`src/rtl/rst_seq_pkg.sv`:
```
// Shared types and constants for the reset sequencer slice.
// Holds the FSM state encoding, the request counter ceiling and a width helper.
package rst_seq_pkg;

  typedef enum logic [1:0] {
    ASSERT  = 2'd0,
    HOLD    = 2'd1,
    RELEASE = 2'd2,
    RUN     = 2'd3
  } state_t;

  localparam logic [7:0] REQ_COUNT_MAX = 8'd255;

  // Bits needed to hold values 0..value (never less than one bit).
  function automatic int width_for(input int value);
    return (value < 1) ? 1 : $clog2(value + 1);
  endfunction

endpackage

```
`src/rtl/reset_sync_chain.sv`:
```
// Request synchronizer: set asynchronously by async_req, released one stage per clock.
// The last stage is the synchronized request seen by the sequencer FSM.
module reset_sync_chain
  import rst_seq_pkg::*;
#(
  parameter int SYNC_STAGES = 2
) (
  input  logic clock,
  input  logic reset,
  input  logic async_req,
  output logic req_sync
);

  logic [SYNC_STAGES-1:0] sync_reg;

  always_ff @(posedge clock or posedge async_req) begin
    if (async_req) begin
      sync_reg <= '1;
    end else if (reset) begin
      sync_reg <= '1;
    end else begin
      sync_reg <= {sync_reg[SYNC_STAGES-2:0], 1'b0};
    end
  end

  assign req_sync = sync_reg[SYNC_STAGES-1];

endmodule

```
`src/rtl/reset_sequencer.sv`:
```
// Reset generator: asynchronous assertion, synchronous staggered release of NUM_STAGES resets.
// Any request, or loss of clk_ok, forces every output back into reset.
module reset_sequencer
  import rst_seq_pkg::*;
#(
  parameter int SYNC_STAGES = 2,
  parameter int HOLD_CYCLES = 16,
  parameter int NUM_STAGES  = 3,
  parameter int STAGE_GAP   = 4,
  parameter int CNT_W       = 8
) (
  input  logic                  clock,
  input  logic                  reset,
  input  logic                  async_req,
  input  logic                  sw_req,
  input  logic                  clk_ok,
  output logic [NUM_STAGES-1:0] rst_out,
  output logic                  busy,
  output logic                  done,
  output logic [7:0]            req_count
);

  localparam int IDX_W = width_for(NUM_STAGES);
  localparam logic [CNT_W-1:0] HOLD_LAST = CNT_W'(HOLD_CYCLES - 1);
  localparam logic [CNT_W-1:0] GAP_LAST  = CNT_W'(STAGE_GAP - 1);
  localparam logic [IDX_W-1:0] LAST_IDX  = IDX_W'(NUM_STAGES - 1);

  state_t                  state_reg, state_next;
  logic [CNT_W-1:0]        cnt_reg, cnt_next;
  logic [IDX_W-1:0]        stage_reg, stage_next;
  logic [NUM_STAGES-1:0]   rst_out_reg, rst_out_next;
  logic                    done_reg;
  logic                    trig_prev_reg;
  logic [7:0]              req_count_reg;
  logic                    req_sync;
  logic                    trigger;
  logic                    count_hit;

  reset_sync_chain #(
    .SYNC_STAGES(SYNC_STAGES)
  ) u_sync (
    .clock    (clock),
    .reset    (reset),
    .async_req(async_req),
    .req_sync (req_sync)
  );

  assign trigger   = req_sync | sw_req | ~clk_ok;
  assign count_hit = ((state_reg == RELEASE) || (state_reg == RUN)) && trigger && !trig_prev_reg;

  always_comb begin
    state_next   = state_reg;
    cnt_next     = cnt_reg;
    stage_next   = stage_reg;
    rst_out_next = rst_out_reg;
    case (state_reg)
      ASSERT: begin
        rst_out_next = '1;
        cnt_next     = '0;
        if (!trigger) state_next = HOLD;
      end
      HOLD: begin
        if (trigger) begin
          state_next   = ASSERT;
          cnt_next     = '0;
          rst_out_next = '1;
        end else if (cnt_reg == HOLD_LAST) begin
          cnt_next        = '0;
          rst_out_next[0] = 1'b0;
          stage_next      = IDX_W'(1);
          state_next      = (NUM_STAGES == 1) ? RUN : RELEASE;
        end else begin
          cnt_next = cnt_reg + 1'b1;
        end
      end
      RELEASE: begin
        if (trigger) begin
          state_next   = ASSERT;
          cnt_next     = '0;
          rst_out_next = '1;
        end else if (cnt_reg == GAP_LAST) begin
          // Release exactly the stage the index points at; earlier stages are already low.
          for (int i = 0; i < NUM_STAGES; i++) begin
            if (stage_reg == IDX_W'(i)) rst_out_next[i] = 1'b0;
          end
          cnt_next   = '0;
          stage_next = stage_reg + IDX_W'(1);
          if (stage_reg == LAST_IDX) state_next = RUN;
        end else begin
          cnt_next = cnt_reg + 1'b1;
        end
      end
      RUN: begin
        rst_out_next = '0;
        if (trigger) begin
          state_next   = ASSERT;
          cnt_next     = '0;
          rst_out_next = '1;
        end
      end
      default: begin
        state_next   = ASSERT;
        cnt_next     = '0;
        rst_out_next = '1;
      end
    endcase
  end

  always_ff @(posedge clock) begin
    if (reset) begin
      state_reg     <= ASSERT;
      cnt_reg       <= '0;
      stage_reg     <= '0;
      done_reg      <= 1'b0;
      trig_prev_reg <= 1'b1;
      req_count_reg <= '0;
    end else begin
      state_reg     <= state_next;
      cnt_reg       <= cnt_next;
      stage_reg     <= stage_next;
      done_reg      <= (state_next == RUN) && (state_reg != RUN);
      trig_prev_reg <= trigger;
      if (count_hit && (req_count_reg != REQ_COUNT_MAX)) begin
        req_count_reg <= req_count_reg + 8'd1;
      end
    end
  end

  // Outputs are set asynchronously by the request pin, but only ever cleared by a clock edge.
  always_ff @(posedge clock or posedge async_req) begin
    if (async_req) begin
      rst_out_reg <= '1;
    end else if (reset) begin
      rst_out_reg <= '1;
    end else begin
      rst_out_reg <= rst_out_next;
    end
  end

  assign rst_out   = rst_out_reg;
  assign busy      = |rst_out_reg;
  assign done      = done_reg;
  assign req_count = req_count_reg;

endmodule

```
`config.mk`:
```
export PLATFORM = sky130hd
export DESIGN_NAME = reset_sequencer
export DESIGN_NICKNAME = d
export VERILOG_FILES = /design/src/rtl/rst_seq_pkg.sv /design/src/rtl/reset_sync_chain.sv /design/src/rtl/reset_sequencer.sv
export SDC_FILE = /design/constraint.sdc
export NUM_CORES = 1
export LEC_CHECK = 0
export CORE_MARGIN = 10
export CORE_UTILIZATION = 55
export CTS_CLUSTER_DIAMETER = 30
export DETAILED_ROUTE_END_ITERATION = 8
export GPL_ROUTABILITY_DRIVEN = 0
export PLACE_DENSITY = 0.78
export SLEW_MARGIN = 0
export SYNTH_ARGS = -nofsm -noshare
export SYNTH_HDL_FRONTEND = slang
export SYNTH_SLANG_ARGS = --single-unit
```
`constraint.sdc`:
```
create_clock -name clock -period 2.85 [get_ports clock]
set_input_delay 0.4275 -clock clock [delete_from_list [all_inputs] [get_ports clock]]
set_output_delay 0.4275 -clock clock [all_outputs]
set_load 0.02 [all_outputs]
```
==> metrics.yaml <==
power_and_ir_drop:
  p_comb_share_pct: 5.8
  p_leak_nw: 0.623
  p_per_area_nw_per_um2: 310
  p_sw_share_pct: 23.3
  p_seq_share_pct: 65.7
  clkPwrFrac_pct: 28.5
  p_int_mw: 0.451
  power_mw: 0.587
  switchingPower_mw: 0.137
  vdd_drop_max_v: 0.000250
floorplan:
  dieArea_um2: 5650
  coreArea_um2: 2830
  std_cell_rows: 19
  die_w_um: 75.2
  start_util_pct: 59.2
  io-pin-count: 18
  die_h_um: 75.2
setup_path:
  end_kind: "register"
  crit_family: "simple AND/OR/NAND/NOR gates"
  critical_path.cell_chain: "ha_1, nor2_1, or3_1, nor4_1, mux2_2"
  cp_max_fo: 13
  critPathKind: "register to register"
  cp_slowest_cell: "or3_1"
  arrival_ps: 2520
  path_buf_inv: 0
  setup.worst_path.start_class: "register"
  cp_slowest_stage_delay_ps: 490
  required_ps: 3090
placement:
  port_buffers: 17
  place_ws_ps: 391
  dpl.hpwl_um: 2840
  dp.cells: 237
  dpl-instance-area_um2: 1870
yosys:
  ys_types: 44
  syn_inst: 196
  synthSimpleGateAreaFrac_pct: 30.3
  synth_seq_cells: 27
  avgSynthCellArea_um2: 8.54
  synth_top_family_by_area: "simple AND/OR/NAND/NOR gates"
  syn-cell-area_um2: 1670
  synth_top_area_share_pct: 26.3
  synth_xor_area_share_pct: 0
  ys_top_cells_by_area: "dfxtp_1 (26%), dfstp_2 (7.8%), ha_1 (6.7%)"
  seq_area_frac_synth_pct: 34.2
  synth_top_flop_cell: "dfxtp_1"
  synth_compound_area_share_pct: 18.5
  synth-async-reset-ratio_pct: 18.5
  syn_nets: 210
  synth_edf_count: 0
  yosys.area.top_type: "dfxtp_1"
  synth.area.mux_share_pct: 4.71
  synth_warnings: 0
  synth-adder-area-share_pct: 6.73
grt:
  track_usage_pct: 14.0
  grt_pass1_wl_um: 6440
  grt_max_degree: 27
  overflow: 0
  grt_pass1_vias: 1463
  antenna_found_initial: 0
cts:
  htreeDepth: 1
  postCtsSetupRepairBufs: 0
  cts_tree: "built"
  clk_pin_slew_worst_paths_ps: 140
  cts_resized: 0
  clock_path_buffers: 2
  clkSinkCount: 27
  clk_latency_ps: 330
  cts_buffers: 3
  postCtsHoldBufs: 0
  root_buffer: "clkbuf_4"
sta:
  fin_ws_ps: 579
  layout_min_cycle_time_ps: 2270
  setup_tns_ps: 0
  finalClockSkew_ps: 5.59
  worstMarginPinSlew_ps: 654
  hold_viol_final: 0
  grt_setup_unrepaired: "false"
  drv_slew: 0
  period_share_pct: 79.7
  fmax_mhz: 440
  setup_violations: 0
  slew_headroom_pct: 56.3
status:
  status: "finished clean"
drt:
  drtAntennaViolNets: 0
  drt_iter0_markers: 134
  wl_per_cell_um: 16.1
  vias_per_cell: 6.37
  drc: 0
  vias: 1535
  drt_first_pass_iters: 4
  routed_wl_um: 3880
final_layout:
  layout_commonest_cell: "dfxtp_1"
  fillers: 234
  final_area_um2: 1890
  fin_nets: 225
  final_cell_mix: "dfxtp_1 (22), clkdlybuf4s50_1 (17), nand2_1 (15), inv_1 (13), a21oi_1 (13)"
  multi_input_area_um2: 1010
  areaGrowthSynthToFinish_pct: 13.2
  fin_cells: 241
  seqCellArea_um2: 572
  diodes: 0
  drive_above_1_share_pct: 12.4
min_path:
  hp-class: "input port to async pin"
job:
  maxCapViolCount: 0
## area by class of cell
type	count	area share, %
multi-input combinational	145	53.2
tap	31	2.05
clock inverter	1	0.264
timing repair buffer	21	10.6
clock buffer	3	1.19
sequential	27	30.2
inverter	13	2.58
## power groups by stage
stage	clock (mW)	sequential (mW)	combinational [mW]
floorplan	0	0.394	0.0183
global placement	0	0.393	0.0325
detailed placement	0	0.393	0.0336
CTS	0.171	0.386	0.0338
global route	0.186	0.386	0.0373
finish	0.167	0.386	0.0341
## worst paths after layout
check | from | to | slack (ps) | cells past startpoint
min in group clock | cnt_reg[1] | cnt_reg[1] | 520 | 2
worst min register to register | cnt_reg[1] | cnt_reg[1] | 520 | 2
worst max register to register | state_reg[1] | req_count[4] | 580 | 5
max in group asynchronous | async_req | u_sync.sync_reg[0] | 2350 | 2
worst min-delay path | async_req | rst_out[0] | 480 | 2
worst max-delay path | state_reg[1] | req_count[4] | 580 | 5
## through the flow
step / hold WS (ps) / utilization, %
after global routing: 499 / 67.0
final: 479 / 67.0
after floorplan: 405 / -
after detailed placement: 505 / 66.0
after CTS: 491 / 67.0
after global placement: 481 / 66.0
## routing by layer
metal	up-vias	share of wire (%)	GRT usage (%)
met5	-	0	0
met3	9	4.2	2.37
met1	723	45	17.5
met2	45	49	22.9
met4	0	1.7	7.01
li1	758	-	-
## Yosys cell counts, types with 5 or more instances
cell type and count:
a21oi_1 13, clkbuf_1 7, dfstp_2 5, dfxtp_1 22, ha_1 9, inv_1 13
mux2_2 7, nand2_1 15, nand3_1 11, nand4_1 5, nor2_1 10, nor2b_1 5
nor3_1 6, o21ai_0 5
## logic make-up after synthesis
family                   after synthesis
buffers and inverters                 24
adder cells (fa/ha/maj)                9
AND/OR/NAND/NOR                       85
flip-flops                            27
AO/OA/AOI/OAI                         44
multiplexers                           7
(Power assumes the default switching activity.)
